**src/rtl/ls_quad_gate_tester.sv**
```systemverilog
// ls_quad_gate_tester: drives the four NAND truth-table vectors onto all four
// gates of a quad 2-input NAND part, holds each vector for SETTLE_CYCLES, samples
// the sensed outputs and accumulates a sticky per-gate failure mask.
// Optional build macro: LS_TESTER_INPUT_SYNC_EN puts a 2-flop synchronizer on
// i_y and stretches each settle window by two cycles to cover its latency.
module ls_quad_gate_tester #(
  parameter int unsigned SETTLE_CYCLES = 4
) (
  input  logic       i_clk,
  input  logic       i_rst,
  input  logic       i_start,
  input  logic [3:0] i_y,
  output logic [3:0] o_a,
  output logic [3:0] o_b,
  output logic       o_busy,
  output logic       o_done,
  output logic       o_pass,
  output logic [3:0] o_fail_mask
);

  localparam logic [1:0] ST_IDLE   = 2'd0;
  localparam logic [1:0] ST_SETTLE = 2'd1;
  localparam logic [1:0] ST_SAMPLE = 2'd2;
  localparam logic [1:0] ST_DONE   = 2'd3;

`ifdef LS_TESTER_INPUT_SYNC_EN
  localparam logic [8:0] CNT_LAST = 9'(SETTLE_CYCLES + 1);
`else
  localparam logic [8:0] CNT_LAST = 9'(SETTLE_CYCLES - 1);
`endif

  logic [1:0] r_state;
  logic [1:0] r_vec;
  logic [8:0] r_cnt;
  logic [3:0] r_a;
  logic [3:0] r_b;
  logic       r_busy;
  logic       r_done;
  logic       r_pass;
  logic [3:0] r_fail_mask;

  logic [3:0] w_y_cmp;
  logic [3:0] w_expected;
  logic [3:0] w_mask_next;
  logic [1:0] w_vec_next;

`ifdef LS_TESTER_INPUT_SYNC_EN
  logic [3:0] r_y_sync1;
  logic [3:0] r_y_sync2;

  // Two-stage synchronizer on the sensed device outputs
  always_ff @(posedge i_clk) begin
    if (i_rst) begin
      r_y_sync1 <= '0;
      r_y_sync2 <= '0;
    end else begin
      r_y_sync1 <= i_y;
      r_y_sync2 <= r_y_sync1;
    end
  end

  assign w_y_cmp = r_y_sync2;
`else
  assign w_y_cmp = i_y;
`endif

  // Expected NAND response and the mask/vector values produced by a sample
  always_comb begin
    w_expected  = (r_vec == 2'd3) ? 4'b0000 : 4'b1111;
    w_mask_next = r_fail_mask | (w_y_cmp ^ w_expected);
    w_vec_next  = r_vec + 2'd1;
  end

  // Run sequencer: vector stepping, settle timing, sampling and result capture
  always_ff @(posedge i_clk) begin
    if (i_rst) begin
      r_state     <= ST_IDLE;
      r_vec       <= '0;
      r_cnt       <= '0;
      r_a         <= '0;
      r_b         <= '0;
      r_busy      <= 1'b0;
      r_done      <= 1'b0;
      r_pass      <= 1'b0;
      r_fail_mask <= '0;
    end else begin
      r_done <= 1'b0;
      case (r_state)
        ST_IDLE: begin
          if (i_start) begin
            r_state     <= ST_SETTLE;
            r_vec       <= '0;
            r_cnt       <= '0;
            r_a         <= '0;
            r_b         <= '0;
            r_busy      <= 1'b1;
            r_pass      <= 1'b0;
            r_fail_mask <= '0;
          end
        end
        ST_SETTLE: begin
          if (r_cnt == CNT_LAST) begin
            r_state <= ST_SAMPLE;
          end else begin
            r_cnt <= r_cnt + 9'd1;
          end
        end
        ST_SAMPLE: begin
          r_fail_mask <= w_mask_next;
          if (r_vec != 2'd3) begin
            r_vec   <= w_vec_next;
            r_cnt   <= '0;
            r_a     <= {4{w_vec_next[1]}};
            r_b     <= {4{w_vec_next[0]}};
            r_state <= ST_SETTLE;
          end else begin
            // pass is taken from the mask including this last sample so it is
            // valid in the same cycle as the done pulse
            r_state <= ST_DONE;
            r_done  <= 1'b1;
            r_busy  <= 1'b0;
            r_pass  <= (w_mask_next == 4'b0000);
            r_a     <= '0;
            r_b     <= '0;
          end
        end
        ST_DONE: begin
          r_state <= ST_IDLE;
        end
        default: begin
          r_state <= ST_IDLE;
        end
      endcase
    end
  end

  assign o_a         = r_a;
  assign o_b         = r_b;
  assign o_busy      = r_busy;
  assign o_done      = r_done;
  assign o_pass      = r_pass;
  assign o_fail_mask = r_fail_mask;

endmodule
```
**config.mk**
```make
export PLATFORM = sky130hd
export DESIGN_NAME = ls_quad_gate_tester
export DESIGN_NICKNAME = d
export VERILOG_FILES = /design/src/rtl/ls_quad_gate_tester.sv
export SDC_FILE = /design/constraint.sdc
export NUM_CORES = 1
export LEC_CHECK = 0
export ABC_CLOCK_PERIOD_IN_PS = 4600
export CAP_MARGIN = 20
export CORE_MARGIN = 2
export CORE_UTILIZATION = 54
export CTS_BUF_LIST = sky130_fd_sc_hd__clkbuf_8 sky130_fd_sc_hd__clkbuf_16
export DETAILED_ROUTE_END_ITERATION = 10
export PLACE_DENSITY = 0.93
export SETUP_SLACK_MARGIN = 0.15
export SYNTH_ARGS = -nofsm -noshare
export SYNTH_HDL_FRONTEND = slang
export SYNTH_SLANG_ARGS = --single-unit
export TNS_END_PERCENT = 10
```
**constraint.sdc**
```tcl
create_clock -name i_clk -period 4.6 [get_ports i_clk]
set_input_delay 0.46 -clock i_clk [delete_from_list [all_inputs] [get_ports i_clk]]
set_output_delay 0.46 -clock i_clk [all_outputs]
set_load 0.005 [all_outputs]
```
==> out/metrics.json <==
{
  "max_clock_freq_mhz": 510.9,
  "worstPathRequired_ns": 4.76,
  "critical_path.startpoint_type": "flip-flop",
  "die_h_um": 49.59,
  "setup_repair_after_global_routing_missed_its_margin": "false",
  "average_footprint_of_a_synthesized_cell_um2": 8.768,
  "cts_resized": 0,
  "avgViaCountPerCell": 6.036,
  "cts_tree": "done",
  "period_minus_slack_ns": 1.957,
  "run_status": "completed",
  "yosys.cell_types.count": 41,
  "grt_pass1_vias": 935,
  "post-route-period-util_pct": 42.55,
  "worst_skew_pair.late_latency_ns": 0.26,
  "netlist_top_cells_area": "sky130_fd_sc_hd__dfxtp_1, sky130_fd_sc_hd__a22oi_1, sky130_fd_sc_hd__buf_4",
  "numPortBuffers": 21,
  "synthesis.nets": 137,
  "powerDensity_nw_per_um2": 272.6,
  "cts-root-buf": "sky130_fd_sc_hd__clkbuf_8",
  "gpl.final_weighted_congestion": 0.8059,
  "netlist_instances": 128,
  "cts_num_sinks": 22,
  "design_power_total_mw": 0.3687,
  "grt.overflow.total": 0,
  "yosys.area.top_type": "sky130_fd_sc_hd__dfxtp_1",
  "cts_inserted_buffers": 3,
  "drtPass1Iterations": 4,
  "post_synth_instance_area_um2": 1122,
  "critPathMaxStageDelay_ns": 0.53,
  "io_pins": 22,
  "final_cell_mix": "sky130_fd_sc_hd__dfxtp_1, sky130_fd_sc_hd__clkdlybuf4s50_1, sky130_fd_sc_hd__nor2_1",
  "crit_slowest_cell": "sky130_fd_sc_hd__or4b_4",
  "timing.critical_path.cells": "ha_1 -> or4b_4 -> o21ai_4 -> nand2_4 -> a311oi_1",
  "ys_warn_count": 0,
  "crit_arrival_ns": 2.11,
  "layout_commonest_cell": "sky130_fd_sc_hd__dfxtp_1",
  "detail_route.wl_per_cell_um": 13.87,
  "final_layout_size_suffix_gt1_share_pct": 7.801,
  "tightest_pin_transition_ns": 0.8248,
  "grt_usage_pct": 20.24,
  "synth_compound_area_share_pct": 22.41,
  "worst_relative_slew_slack_pct": 44.84,
  "ys.flop_type": "sky130_fd_sc_hd__dfxtp_1",
  "routed_wirelength_um": 2330,
  "worst-path-max-fanout": 7,
  "maximum_number_of_pins_on_one_net_before_global_route_repair": 25,
  "leakagePower_nw": 0.4718,
  "via_total_after_detailed_routing": 1014,
  "dp_hpwl_um": 1662,
  "dp_cells": 164,
  "synth.yosys.seq_area_share_pct": 39.24,
  "max_transition_viols_final": 0,
  "yosys.area_share.adder_pct": 2.230,
  "antenna_found_initial": 0,
  "synth-edff-count": 0,
  "netlist.area_leader.share_pct": 39.24,
  "timing.final.hold_violations": 0,
  "synth_top_family_by_area": "simple AND/OR/NAND/NOR gates",
  "worst_setup_hold_path_clk_slew_ns": 0.08,
  "start_util_pct": 57.21,
  "post_cts_setup_repair_buffer_count": 0,
  "timing.critical_path.max_delay_family": "simple AND/OR/NAND/NOR gates",
  "cts_htree_levels": 1,
  "instances_no_fill": 168,
  "critical_path.n_buffers_inverters": 0,
  "core-area_um2": 1962,
  "yosys-mux-area-fraction_pct": 0,
  "timing.setup.tns_ns": 0,
  "hold_path_class": "reg -> reg",
  "final.setup_skew_ns": 0.003425,
  "vdd.ir_drop.worst_mv": 0.2404,
  "floorplan.die_area_um2": 2459,
  "max-cap-violations": 0,
  "synth_xor_area_share_pct": 3.902,
  "grt_pass1_wl_um": 3988,
  "floorplan.die.width_um": 49.59,
  "initialDrtViolationCount": 24,
  "finish.net_count": 151,
  "timing.setup.critical_path_class": "reg -> reg",
  "postRouteAntennaNets": 0,
  "fraction_of_registers_with_async_set_or_reset_after_synthesis_pct": 0,
  "critical_path_endpoint_category": "flip-flop",
  "ctsLongestPathBuffers": 2,
  "drt_drc_violations_left": 0,
  "cts_hold_buf": 0,
  "yosys.area_share.simple_pct": 25.08,
  "yosys_register_bits": 22,
  "finalSetupViolations": 0,
  "placementRows": 16,
  "area_growth_pct": 20.51,
  "num_antenna_cells": 0
}
[metal layers]
metal | wire [um] | part of all wire, % | track usage (%) | up-vias
met2 | 1145 | 49 | 34.67 | 35
met1 | 1037 | 45 | 25.62 | 479
met3 | 105 | 4.5 | 2.727 | 6
met4 | 40 | 1.7 | 7.870 | 0
li1 | - | - | - | 494
met5 | 0 | 0 | 0 | -
[flip-flops by register name, summed over array words and instances, names as in the netlist]
signal and cells:
r_cnt 9, o_fail_mask 4, r_state 2, r_vec 2
o_a 1, o_b 1, o_busy 1, o_done 1
o_pass 1
[cells in the mapped netlist, types with 2 or more instances]
cell type and count:
sky130_fd_sc_hd__a211oi_1 2, sky130_fd_sc_hd__a21oi_1 8, sky130_fd_sc_hd__a22oi_1 7, sky130_fd_sc_hd__a311oi_1 2, sky130_fd_sc_hd__a31oi_1 2, sky130_fd_sc_hd__buf_4 6, sky130_fd_sc_hd__clkbuf_1 5, sky130_fd_sc_hd__dfxtp_1 22
sky130_fd_sc_hd__ha_1 2, sky130_fd_sc_hd__inv_1 3, sky130_fd_sc_hd__nand2_1 6, sky130_fd_sc_hd__nand2b_1 2, sky130_fd_sc_hd__nand3_1 5, sky130_fd_sc_hd__nand4_1 3, sky130_fd_sc_hd__nor2_1 12, sky130_fd_sc_hd__nor2b_1 5
sky130_fd_sc_hd__nor3_1 4, sky130_fd_sc_hd__nor4_1 3, sky130_fd_sc_hd__o21ai_0 2, sky130_fd_sc_hd__o21ai_4 2, sky130_fd_sc_hd__or2_2 2, sky130_fd_sc_hd__xnor2_1 4
[worst paths after layout]
path                 start        to  slack, ns  cells after the start
setup / recovery  r_cnt[0]  r_cnt[6]       2.64                      5
setup reg to reg  r_cnt[0]  r_cnt[6]       2.64                      5
hold / removal      o_pass    o_pass       0.49                      2
hold reg to reg     o_pass    o_pass       0.49                      2
[where the power goes]
group          total, mW  switching (mW)  internal (mW)  leakage (nW)
Clock              0.136          0.0600         0.0763        0.0288
Combinational     0.0364          0.0206         0.0159         0.265
Sequential         0.196         0.00305          0.193         0.178
Total              0.369          0.0836          0.285         0.472
[tightest hold or removal path, stage by stage (launching register included)]
cell and delay, ns:
sky130_fd_sc_hd__dfxtp_1 0.31, sky130_fd_sc_hd__o21ai_0 0.07, sky130_fd_sc_hd__a21oi_1 0.07
[layout make-up]
cell class	count	area, um2
fill	170	609.3
multi-input combinational	91	601.8
sequential	22	440.4
timing repair buffer	21	210.2
clock buffer	4	55.05
tap	27	33.78
inverter	3	11.26
[kinds of logic (layout without fill, tap and decap cells)]
logic type	after synthesis	in the layout
compound gates	34	34
xor+xnor	5	5
fa+ha+maj	2	2
buf+inv	15	28
flops	22	22
simple gates	50	50
[through the flow]
step	util (%)	worst slack (ns)	area, um2	hold slack (ns)
finish	68.94	2.643	1353	0.4889
global route	68.94	2.520	1353	0.5204
CTS	68.94	2.650	1353	0.4914
detailed placement	66.14	2.446	1297	0.4805
global placement	66.14	2.592	1297	0.4630
floorplan	-	2.903	1122	0.4569
Note: power is estimated with default switching activity, not from simulation.
==> edit (same flow settings) <==
Register the input `i_start` before use. The logic sees it one clock later. The other inputs are not delayed to match.
--- a/src/rtl/ls_quad_gate_tester.sv
+++ b/src/rtl/ls_quad_gate_tester.sv
@@ -23,4 +23,10 @@
   localparam logic [1:0] ST_SAMPLE = 2'd2;
   localparam logic [1:0] ST_DONE   = 2'd3;
+
+  logic i_start_q;
+
+  always_ff @(posedge i_clk) begin
+    i_start_q <= i_start;
+  end
 
 `ifdef LS_TESTER_INPUT_SYNC_EN
@@ -88,5 +94,5 @@
       case (r_state)
         ST_IDLE: begin
-          if (i_start) begin
+          if (i_start_q) begin
             r_state     <= ST_SETTLE;
             r_vec       <= '0;
Function: changed (a bounded check fails within 4 cycles, from zero or initial values and one cycle with i_rst high).
==> edit against the original RTL <==
Wire length increased by 4.1%; sequential cell count is 1 higher; critical endpoint is now r_cnt[5]; power decreased by 0.57%; setup slack worse by 66 ps; sequential share of layout area grew 1.2 points; count of clock-buffer cells in the layout decreased by 1; area after synthesis increased by 1.9%; cell area rose by 0.83%.
==> edit: results (changes against the original RTL) <==
metric,value,unit,change
maximum vdd drop,213.7,µV,-11%
number of global-route vias before repair,924,,-1.2%
Post-Place Setup Slack,2513,ps,+67.29 ps
hold slack,487.2,ps,-1.697 ps
CTS HTree Levels,1,,unchanged
first-pass GRT wire length,3967,µm,-0.53%
PortBufs,21,,unchanged
Worst Max-Slew Pin Slew,822.3,ps,-2.538 ps
"wirelength, routed",2425,µm,+4.1%
worst path arrival time,2180,ps,+70 ps
fin nets,152,,+0.66%
Avg Inst Size Synth,8.797,µm²,+0.33%
routed length per instance,14.35,µm,+3.5%
Root Driver,clkbuf_8,,
Total GRT Usage,20.43,%,+0.19 points
placed cell areas,1315,µm²,+1.4%
hold path startpoint,o_pass,,
asr flop ratio synth,0,%,unchanged
status,completed,,
reg2reg end,r_cnt[5],,
hpwl dp,1744,µm,+4.9%
post-cts repair resize count,0,,unchanged
clock latency on the worst-skew pair,270,ps,
Leak,0.4721,nW,about the same
synth top area cells,"dfxtp_1, a22oi_1, nor2_1",,
FF-to-FF setup slack,2580,ps,-70 ps
placed insts,165,,+0.61%
vias,1033,,+1.9%
Clock Pin Slew Worst Setup and Hold Paths,80,ps,about the same
DRT Pass-1 Iters,4,,unchanged
max FFs per register,9,,unchanged
sequential share of the synthesized area,40.26,%,+1.0 points
most flop-heavy register,r_cnt,,
syn_nets,139,,+1.5%
Iteration-0 DRC Markers,52,,+120%
skew final,6.196,ps,+2.772 ps
Synth top cells by count,"dfxtp_1, nor2_1, a21oi_1, a22oi_1",,
GPL Wtd Cong,0.9118,,+13%
Cell variety after synth,40,,-2.4%
Post-synth EDFFs,0,,unchanged
largest net degree at the start of global routing,25,,unchanged
share of cells above drive strength 1,7.746,%,-0.055 points
[edit: worst max path at each step]
stage | slack [ps] | cells after the start | from | end
5_1_grt | 2500 | 5 | r_cnt[0] | r_cnt[5]
3_5_place_dp | 2510 | 5 | i_rst | r_cnt[8]
6_report | 2580 | 5 | r_cnt[0] | r_cnt[5]
3_3_place_gp | 2590 | 5 | i_rst | r_cnt[8]
4_1_cts | 2630 | 5 | r_cnt[0] | r_cnt[5]
2_1_floorplan | 2910 | 5 | r_cnt[0] | r_cnt[5]
[edit: cell families (layout without fill, tap and decap cells)]
group | Yosys count | in the layout | share of synthesized area [%]
AND/OR/NAND/NOR | 50 | 50 | 24.40
AO/OA/AOI/OAI | 34 | 34 | 21.99
flip-flops | 23 | 23 | 40.26
buffers and inverters | 16 | 28 | 7.330
XOR/XNOR | 5 | 5 | 3.829
adder cells (fa/ha/maj) | 2 | 2 | 2.188
[edit: power by group]
group / switching, mW / internal, mW
logic: 0.0192 / 0.0154
clock network: 0.0648 / 0.0613
registers: 0.00385 / 0.202
total: 0.0878 / 0.279
[edit: final cells by class]
cell class                      count  area (µm²)
Fill cell                         155       618.1
Multi-Input combinational cell     91       599.3
Sequential cell                    23       460.4
Timing Repair Buffer               21       210.2
Clock buffer                        3       41.29
Tap cell                           27       33.78
Inverter                            3       11.26
Clock inverter                      1       7.507
[edit: layer usage]
| layer | global-route usage [%] | share of wire [%] | vias up |
|---|---|---|---|
| li1 | - | - | 497 |
| met1 | 27.13 | 45 | 494 |
| met2 | 32.68 | 49 | 38 |
| met3 | 3.030 | 5.1 | 4 |
| met4 | 8.796 | 1.3 | 0 |
| met5 | 0 | 0 | - |
[edit: worst max-delay path, cell delays in order (launching register included)]
cell,delay (ps)
dfxtp_1,430
ha_1,320
or4b_4,530
o21ai_4,230
nand2_2,110
a311oi_1,290
